===== config.mk =====
export PLATFORM = sky130hd
export DESIGN_NAME = mux_arb_ctrl
export DESIGN_NICKNAME = d
export VERILOG_FILES = /design/src/rtl/mux_arb_pkg.sv /design/src/rtl/mux_arb_ctrl_mux21.sv /design/src/rtl/mux_arb_ctrl.sv
export SDC_FILE = /design/constraint.sdc
export NUM_CORES = 1
export LEC_CHECK = 0
export ABC_CLOCK_PERIOD_IN_PS = 4010
export CAP_MARGIN = 25
export CORE_ASPECT_RATIO = 1.75
export CORE_MARGIN = 2
export CORE_UTILIZATION = 35
export CTS_BUF_LIST = sky130_fd_sc_hd__clkbuf_4 sky130_fd_sc_hd__clkbuf_8
export CTS_CLUSTER_SIZE = 8
export DETAILED_ROUTE_END_ITERATION = 10
export MAX_ROUTING_LAYER = met4
export PLACE_DENSITY_LB_ADDON = 0.25
export SETUP_SLACK_MARGIN = 0.2
export SKIP_LAST_GASP = 1
export SLEW_MARGIN = 25
export SYNTH_ARGS = -nofsm -noshare
export SYNTH_HDL_FRONTEND = slang
export SYNTH_SLANG_ARGS = --single-unit
export TNS_END_PERCENT = 30

===== constraint.sdc =====
create_clock -name clk -period 4.01 [get_ports clk]
set_clock_uncertainty 0.2 [all_clocks]
set_input_delay 1.0025 -clock clk [delete_from_list [all_inputs] [get_ports clk]]
set_output_delay 1.0025 -clock clk [all_outputs]
set_load 0.05 [all_outputs]

===== src/rtl/mux_arb_pkg.sv =====
// mux_arb_pkg
// Shared definitions for the two-requester mux arbiter:
//   state_e    - arbiter FSM states (IDLE, OWN_A, OWN_B)
//   REQ_A/B    - requester identifiers, also the mux select value
//   BEAT_CNT_W - width of the per-grant beat counter
// Related build macro: MUX_ARB_FIXED_PRIO_EN (selects fixed priority in mux_arb_ctrl).
package mux_arb_pkg;

    typedef enum logic [1:0] {
        IDLE  = 2'd0,
        OWN_A = 2'd1,
        OWN_B = 2'd2
    } state_e;

    localparam logic REQ_A = 1'b0;
    localparam logic REQ_B = 1'b1;

    localparam int BEAT_CNT_W = 8;

endpackage


===== src/rtl/mux_arb_ctrl_mux21.sv =====
// mux21
// Single-bit 2:1 multiplexer cell used to build the arbiter datapath.
// Ports:
//   a_i - input selected when s_i = 0
//   b_i - input selected when s_i = 1
//   s_i - select
//   y_o - selected output
module mux21 (
    input  logic a_i,
    input  logic b_i,
    input  logic s_i,
    output logic y_o
);

    assign y_o = s_i ? b_i : a_i;

endmodule


===== src/rtl/mux_arb_ctrl.sv =====
// mux_arb_ctrl
// Two-requester burst arbiter feeding one downstream sink. A grant is held
// for a whole burst and released on the beat flagged last, or after
// MAX_BEATS accepted beats, whichever comes first.
// Build macro: MUX_ARB_FIXED_PRIO_EN - when defined, requester A always wins
// a contest; otherwise arbitration is round-robin (A wins the first one).
// Parameters:
//   DATA_W    - payload width per requester
//   MAX_BEATS - beats per grant before a forced release (1..255)
// Ports:
//   clk, rst_n                     - clock, asynchronous active-low reset
//   a_valid/a_last/a_data/a_ready  - requester A beat channel
//   b_valid/b_last/b_data/b_ready  - requester B beat channel
//   q_valid/q_data/q_ready         - downstream beat channel
//   s                              - mux select (0 = A, 1 = B)
//   gnt_a, gnt_b                   - one-hot ownership indicators
module mux_arb_ctrl #(
    parameter int DATA_W    = 8,
    parameter int MAX_BEATS = 4
) (
    input  logic              clk,
    input  logic              rst_n,
    input  logic              a_valid,
    input  logic              a_last,
    input  logic [DATA_W-1:0] a_data,
    output logic              a_ready,
    input  logic              b_valid,
    input  logic              b_last,
    input  logic [DATA_W-1:0] b_data,
    output logic              b_ready,
    output logic              q_valid,
    output logic [DATA_W-1:0] q_data,
    input  logic              q_ready,
    output logic              s,
    output logic              gnt_a,
    output logic              gnt_b
);

    import mux_arb_pkg::*;

    // Count value of the final beat allowed in one grant.
    localparam logic [BEAT_CNT_W-1:0] LAST_BEAT = BEAT_CNT_W'(MAX_BEATS - 1);

    state_e                state_q;
    logic [BEAT_CNT_W-1:0] beatCnt_q;
    logic [BEAT_CNT_W-1:0] beatCnt_d;
    logic                  lastGrant_q;
    logic                  s_q;
    logic                  gntA_q;
    logic                  gntB_q;

    logic                  muxValid;
    logic [DATA_W-1:0]     muxData;
    logic                  owning;
    logic                  xfer;
    logic                  curLast;
    logic                  relNow;
    logic                  grantAny;
    logic                  grantPick;

    // Datapath: one mux cell per payload bit plus one for valid, all steered by s.
    for (genvar i = 0; i < DATA_W; i++) begin : g_dataMux
        mux21 u_dataMux (
            .a_i (a_data[i]),
            .b_i (b_data[i]),
            .s_i (s_q),
            .y_o (muxData[i])
        );
    end

    mux21 u_validMux (
        .a_i (a_valid),
        .b_i (b_valid),
        .s_i (s_q),
        .y_o (muxValid)
    );

    assign owning    = gntA_q | gntB_q;
    assign q_valid   = owning & muxValid;
    assign q_data    = muxData;
    assign a_ready   = gntA_q & q_ready;
    assign b_ready   = gntB_q & q_ready;
    assign s         = s_q;
    assign gnt_a     = gntA_q;
    assign gnt_b     = gntB_q;

    assign xfer      = q_valid & q_ready;
    assign curLast   = (state_q == OWN_B) ? b_last : a_last;
    // Release only on an accepted beat, so a stalled beat never changes owner.
    assign relNow    = xfer & (curLast | (beatCnt_q == LAST_BEAT));
    assign beatCnt_d = beatCnt_q + BEAT_CNT_W'(1);

    // Who gets the next grant, evaluated while idle or on the releasing beat.
    always_comb begin
        grantAny  = 1'b0;
        grantPick = REQ_A;
`ifdef MUX_ARB_FIXED_PRIO_EN
        if (state_q == IDLE || relNow) begin
            grantAny  = a_valid | b_valid;
            grantPick = a_valid ? REQ_A : REQ_B;
        end
`else
        if (state_q == IDLE) begin
            grantAny = a_valid | b_valid;
            if (a_valid && b_valid) begin
                grantPick = (lastGrant_q == REQ_B) ? REQ_A : REQ_B;
            end else begin
                grantPick = a_valid ? REQ_A : REQ_B;
            end
        end else if (relNow) begin
            // Hand straight over to the other side if it is waiting.
            if (state_q == OWN_A) begin
                grantAny  = b_valid;
                grantPick = REQ_B;
            end else begin
                grantAny  = a_valid;
                grantPick = REQ_A;
            end
        end
`endif
    end

    // Ownership FSM with registered select and grant outputs.
    always_ff @(posedge clk or negedge rst_n) begin
        if (!rst_n) begin
            state_q     <= IDLE;
            beatCnt_q   <= '0;
            lastGrant_q <= REQ_B;
            s_q         <= 1'b0;
            gntA_q      <= 1'b0;
            gntB_q      <= 1'b0;
        end else if (state_q == IDLE || relNow) begin
            if (relNow) begin
                lastGrant_q <= (state_q == OWN_B) ? REQ_B : REQ_A;
            end
            beatCnt_q <= '0;
            if (grantAny) begin
                state_q <= (grantPick == REQ_B) ? OWN_B : OWN_A;
                s_q     <= grantPick;
                gntA_q  <= (grantPick == REQ_A);
                gntB_q  <= (grantPick == REQ_B);
            end else begin
                state_q <= IDLE;
                gntA_q  <= 1'b0;
                gntB_q  <= 1'b0;
            end
        end else if (xfer) begin
            beatCnt_q <= beatCnt_d;
        end
    end

endmodule

==> run_results.csv, run 1 <==
group,metric,value,unit
status,status,"finished clean",
sta,setup_viol,0,
setup_path,cp.required,2.81,ns
synthesis,synth_cells,91,
clock_tree,clk-insertion-delay-late,0.24,ns
synthesis,seq_area_frac_synth,34.4,%
synthesis,synth_xor_area_share,6.00,%
power_and_ir_drop,finalPower,846,uW
setup_path,reg2reg_depth,6,
cells_and_area,area_delta_synth_final,41.6,%
global_route,grt_start_max_net_pins,13,
synthesis,yosysWarningCount,0,
placement,gp_congestion,0.793,
global_route,grt_usage,15.2,%
cells_and_area,layout-drive-gt1-share,20.7,%
drt,wirelength,1.90,mm
job,maxCapViolations,0,
synthesis,yosys.area_share.adder,1.43,%
sta,fin_crit_sh,89.6,%
sta,holdWs,0.326,ns
hold_path,hold_depth,2,
global_route,overflow,0,
setup_path,worstReg2RegEnd,"beatCnt_q[3]",
drt,avgViaCountPerCell,5.02,
clock_tree,cts_root_buf,"clkbuf_8",
clock_tree,cts_tree,"done",
sta,rsz0062_at_grt,"false",
setup_path,cp_max_fo,1,
synthesis,ys_types,32,
placement,placedCellCount,143,
die,io_pins,37,
synthesis,synth_top_family_by_area,"simple AND/OR/NAND/NOR gates",
drt,drc,0,
die,fp-row-count,24,
drt,drt-wirelength-per-cell,12.9,microns
sta,slew_headroom,62.4,%
clock_tree,clk_pin_slew,0.06,ns
sta,slew_violations,0,
global_route,grt_pass1_wl,3.38,mm
die,fp.dieH,70.2,microns
clock_tree,post-cts-setup-buffers,0,
setup_path,r2r_slack,1.97,ns
power_and_ir_drop,cellPowerDensity,682,mW/mm^2
placement,place_area,0.00118,sq mm
die,die_x,41.8,microns
synthesis,synth_area_leaders,"dfrtp_1 (31%), mux2_2 (10%), buf_4 (6.9%), xnor2_1 (6.0%), nor2_1 (3.9%)",
clock_tree,h-tree-depth,1,
clock_tree,ctsHoldBuffers,0,
sta,fin_tns_setup,0,ns
clock_tree,cts.sinks,12,
sta,setup_slack,0.415,ns
hold_path,hold_class,"reg -> reg",
die,fp.coreArea,0.00243,sq mm
synthesis,synth_edf_count,0,
cells_and_area,antenna_cells,0,
cells_and_area,regArea,302,sq um
synthesis,synth_top_cell_by_area,"dfrtp_1",
drt,vias,738,
synthesis,synthesis.area,876,sq um
synthesis,synth_compound_area_share,10.6,%
synthesis,syn_nets,115,
die,start_util,36.0,%
synthesis,synth_top_area_share,31.4,%
sta,hold_viol,0,
drt,first_pass_iters,4,
clock_tree,post_cts_resized,0,
cells_and_area,multi_input_area,483,sq um
synthesis,synth_simple_gate_area_share,21.9,%
power_and_ir_drop,irDropWorstVdd,0.000342,V
synthesis,yosys_most_used_dff,"dfrtp_1",
cells_and_area,final_area,0.00124,sq mm
drt,ant_nets,0,
synthesis,synth_async_sr_flop_share,100,%
cells_and_area,final_util,51.0,%
drt,dr.max_layer_used,"met4",
cells_and_area,fin_cells,147,
placement,hpwlAfterDp,1.51,mm
cells_and_area,fin_nets,146,
setup_path,critPathKind,"in -> out",
setup_path,cp-end-kind,"output port",
hold_path,hold_end,"lastGrant_q",
sta,period_needed,3.59,ns
setup_path,worst_ep_arrival_time,2.39,ns
synthesis,muxShareOfSynthArea,15.3,%
setup_path,worstReg2RegStart,"beatCnt_q[0]",
hold_path,worstHoldStart,"lastGrant_q",
placement,dp_slack,0.413,ns
drt,routed-wl-met3,117,microns
placement,io_buffer_count,36,
global_route,antenna_found_initial,0,
sta,worstMarginPinSlew,0.563,ns
setup_path,setup.worst_path.start_class,"primary input",
clock_tree,cts_buffers,3,
sta,fmax,278,MHz
die,fp.dieArea,0.00293,sq mm
drt,wl_met2,1.03,mm
power_and_ir_drop,p_leak,0.505,nW
drt,first_iter_violations,10,
cells_and_area,fillers,226,
synthesis,syn_avg_cell_area,9.62,sq um
synthesis,ys_ff_latch,12,
clock_tree,cts_buffer_depth,2,
drt,wl_met1,731,microns
global_route,first_global_vias,801,
Yosys cell counts (3+ instances only):
library cell and instances:
nand2_1 8, nor3_1 3, a21oi_1 4, nand3_1 3, dfrtp_1 11, mux2_2 8
buf_4 8, xnor2_1 6, inv_1 4, nor2_1 9
layout by cell type (no fill, tap or decap), types with 3 or more instances in the layout:
master,netlist,routed
buf_4,8,3
mux2_2,8,8
nand3_1,3,3
nor3_1,3,3
clkdlybuf4s50_1,0,33
inv_1,4,4
clkbuf_8,0,4
nor2_1,9,9
a21oi_1,4,4
nand2_1,8,8
dfrtp_1,11,11
xnor2_1,6,6
kinds of logic after synthesis:
group	count (synthesis)
compound gates	12
xor+xnor	6
simple gates	35
mux	11
buf+inv	14
fa+ha+maj	1
flops	12
routing by layer:
layer	vias up	track usage [%]
li1	361	-
met1	343	15.9
met2	32	26.0
met3	2	2.33
met4	0	8.96
met5	-	-
worst max path at each step:
stage	slack [ns]	from	endpoint
2_1_floorplan	1.18	a_valid	q_valid
3_3_place_gp	0.42	b_data[0]	q_data[0]
3_5_place_dp	0.41	a_data[0]	q_data[0]
4_1_cts	0.41	a_data[0]	q_data[0]
5_1_grt	0.36	a_data[3]	q_data[3]
6_report	0.42	a_data[3]	q_data[3]
sequential cells by signal, indices dropped and copies added (netlist names):
name and cells:
gnt_a 1, lastGrant_q 1, beatCnt_q 8, s 1, gnt_b 1
worst max-delay path: stages:
cell,delay [ns]
clkdlybuf4s50_1,0.45
mux2_2,0.13
clkdlybuf4s50_1,0.81
cell type report:
cell class	instances	share of cell area, %
timing repair buffer	36	28.5
clock buffer	4	4.44
sequential	12	24.3
multi-input combinational	65	39.0
inverter	4	1.21
tap	26	2.62
where the power goes:
| part | internal (mW) | switching [mW] |
|---|---|---|
| clock | 0.0868 | 0.0470 |
| combinational | 0.204 | 0.298 |
| sequential | 0.153 | 0.0574 |
| total | 0.444 | 0.402 |
Power figures use the tool's default switching activity.
==> run 2: changes to the inputs <==
Settings changed: ABC_CLOCK_PERIOD_IN_PS 4010 to unset.
==> results of run 2 <==
Same layout as run 1: the final DEF is identical, and so are final timing and power.
==> run 3: changes to the inputs <==
Settings changed: ABC_AREA set to 1.
==> run 3 against run 2 <==
Effect of this change: largest power group unchanged; combinational power up 5.8%; sequential power down 9.5%; fmax up 0.10%; via count rose by 36%; critical path depth increased by 1; synthesized cell count rose by 66%; final cell count rose by 42%; power is 0.47% lower; cell area grew 11%.
==> run_results.csv, run 3 <==
group,metric,value,unit
synthesis,ys_ff_latch,12,
cells_and_area,final_cell_mix,"nand2_1 (64), clkdlybuf4s50_1 (33), inv_1 (17)",
setup_path,r2r_slack,2.30,ns
hold_path,hold_end,"lastGrant_q",
die,fp.coreArea,0.00272,sq mm
clock_tree,cts_tree,"done",
clock_tree,h-tree-depth,1,
cells_and_area,final_util,50.8,%
sta,hold_viol,0,
synthesis,synth_top_family_by_area,"simple AND/OR/NAND/NOR gates",
cells_and_area,fin_nets,207,
sta,fin_crit_sh,89.6,%
clock_tree,post-cts-setup-buffers,0,
sta,rsz0062_at_grt,"false",
synthesis,synth_top_area_share,27.1,%
synthesis,synth_area_leaders,"dfrtp_1 (27%), nand2_1 (24%), inv_1 (6.3%), buf_4 (5.9%), nand2_4 (4.4%)",
cells_and_area,area_delta_synth_final,35.8,%
drt,first_pass_iters,4,
synthesis,syn_avg_cell_area,6.74,sq um
setup_path,cp_max_fo,1,
sta,setup_slack,0.419,ns
synthesis,syn_nets,175,
global_route,overflow,0,
synthesis,synthesis.area,0.00102,sq mm
drt,ant_nets,0,
synthesis,synth_most_common_cell,"nand2_1",
hold_path,hold_class,"reg -> reg",
setup_path,worstReg2RegEnd,"gnt_b",
die,fp.dieArea,0.00337,sq mm
setup_path,critPathKind,"in -> out",
drt,dr.max_layer_used,"met4",
sta,worstMarginPinSlew,0.553,ns
synthesis,synth_compound_area_share,5.29,%
cells_and_area,regArea,302,sq um
power_and_ir_drop,cellPowerDensity,610,mW/mm^2
clock_tree,clk-insertion-delay-late,0.24,ns
drt,wirelength,2.31,mm
cells_and_area,largest_reg_flops,8,
placement,hpwlAfterDp,1.91,mm
synthesis,synth_cells,151,
drt,avgViaCountPerCell,4.78,
synthesis,seq_area_frac_synth,29.6,%
synthesis,yosys_most_used_dff,"dfrtp_1",
synthesis,muxShareOfSynthArea,0.984,%
cells_and_area,fillers,267,
placement,gp_congestion,0.864,
sta,slew_violations,0,
placement,io_buffer_count,36,
synthesis,yosysWarningCount,0,
synthesis,synth_simple_gate_area_share,46.4,%
cells_and_area,layout-drive-gt1-share,14.8,%
drt,wl_met2,1.25,mm
setup_path,cp-end-kind,"output port",
die,start_util,37.4,%
clock_tree,post_cts_resized,0,
synthesis,synth_xor_area_share,0.861,%
clock_tree,cts_root_buf,"clkbuf_8",
clock_tree,cts_buffer_depth,2,
global_route,first_global_vias,997,
job,maxCapViolations,0,
sta,setup_viol,0,
drt,drt-wirelength-per-cell,11.0,microns
cells_and_area,final_area,0.00138,sq mm
die,io_pins,37,
setup_path,reg2reg_depth,9,
cells_and_area,antenna_cells,0,
cells_and_area,regMostFlops,"beatCnt_q",
hold_path,hold_depth,2,
sta,slew_headroom,63.0,%
placement,dp_slack,0.410,ns
setup_path,cp.required,2.81,ns
drt,vias,1000,
die,fp.dieH,75.3,microns
synthesis,synth_edf_count,0,
synthesis,ys_types,25,
synthesis,yosys.area_share.adder,1.23,%
cells_and_area,final_common_cell,"nand2_1",
clock_tree,clk_pin_slew,0.05,ns
global_route,grt_usage,16.4,%
synthesis,synth_async_sr_flop_share,100,%
clock_tree,cts.sinks,12,
hold_path,worstHoldStart,"lastGrant_q",
synthesis,synth_commonest_cells,"nand2_1 (64), inv_1 (17), dfrtp_1 (11)",
global_route,grt_start_max_net_pins,13,
status,status,"finished clean",
clock_tree,ctsHoldBuffers,0,
setup_path,worstReg2RegStart,"s",
drt,routed-wl-met3,193,microns
drt,drc,0,
cells_and_area,multi_input_area,557,sq um
global_route,antenna_found_initial,0,
clock_tree,cts_buffers,3,
synthesis,synth_top_cell_by_area,"dfrtp_1",
setup_path,cp-startpoint,"b_data[6]",
setup_path,setup.worst_path.start_class,"primary input",
drt,first_iter_violations,22,
power_and_ir_drop,p_leak,0.723,nW
power_and_ir_drop,irDropWorstVdd,0.000293,V
setup_path,worst_ep_arrival_time,2.39,ns
die,die_x,44.8,microns
die,fp-row-count,25,
drt,wl_met1,824,microns
sta,period_needed,3.59,ns
sta,fmax,278,MHz
global_route,grt_pass1_wl,4.04,mm
placement,place_area,0.00133,sq mm
sta,fin_tns_setup,0,ns
[run 3: changes by cell type after synthesis, sizes merged, moves of 3 or more]
cell | previous run | this run
nand2 | 9 | 74
nand4 | 0 | 3
mux2 | 10 | 0
nor2 | 9 | 5
o21ai | 1 | 7
a21oi | 7 | 3
inv | 4 | 21
xnor2 | 6 | 0
nand3 | 3 | 11
[run 3: worst max-delay path by stage]
stage / to / slack [ns] / cells past startpoint
global placement: q_data[2] / 0.43 / 4
CTS: q_data[6] / 0.41 / 4
detailed placement: q_data[6] / 0.41 / 4
floorplan: q_valid / 1.34 / 4
finish: q_data[6] / 0.42 / 4
global route: q_data[1] / 0.34 / 4
[run 3: cells by family (layout without fill, tap and decap cells)]
| kind of cell | Yosys count | in the layout |
|---|---|---|
| AOI/OAI and AO/OA | 10 | 10 |
| muxes | 1 | 1 |
| and+or+nand+nor | 95 | 95 |
| buffers and inverters | 31 | 62 |
| xor gates and xnor gates | 1 | 1 |
| DFF | 12 | 12 |
| adders and majority gates | 1 | 1 |
[run 3: worst max-delay path: stages]
cell	delay, ns
clkdlybuf4s50_1	0.46
nand2_1	0.05
nand2_1	0.08
clkdlybuf4s50_1	0.80
[run 3: cell type report]
cell class / count / area share (%)
Clock buffer: 4 / 3.53
Inverter: 22 / 6.34
Multi-Input combinational cell: 108 / 40.3
Sequential cell: 12 / 21.8
Tap cell: 27 / 2.45
Timing Repair Buffer: 36 / 25.5
[run 3: power by group]
group	switching (mW)	total [mW]	internal [mW]	leakage (nW)
combinational	0.360	0.531	0.171	0.539
clock	0.0439	0.121	0.0767	0.0262
sequential	0.0405	0.191	0.151	0.158
total	0.444	0.842	0.398	0.723
[run 3: layer usage]
| metal | up-vias | GRT usage [%] |
|---|---|---|
| met5 | - | - |
| met4 | 0 | 8.75 |
| met3 | 5 | 3.08 |
| met2 | 31 | 29.0 |
| met1 | 443 | 16.4 |
| li1 | 521 | - |
[run 3: metrics by stage]
stage	total power, mW	hold WS (ns)	std cells
floorplan	0.606	0.248	151
global placement	0.720	0.267	205
detailed placement	0.728	0.281	205
CTS	0.851	0.288	209
global route	0.899	0.316	209
finish	0.842	0.282	209
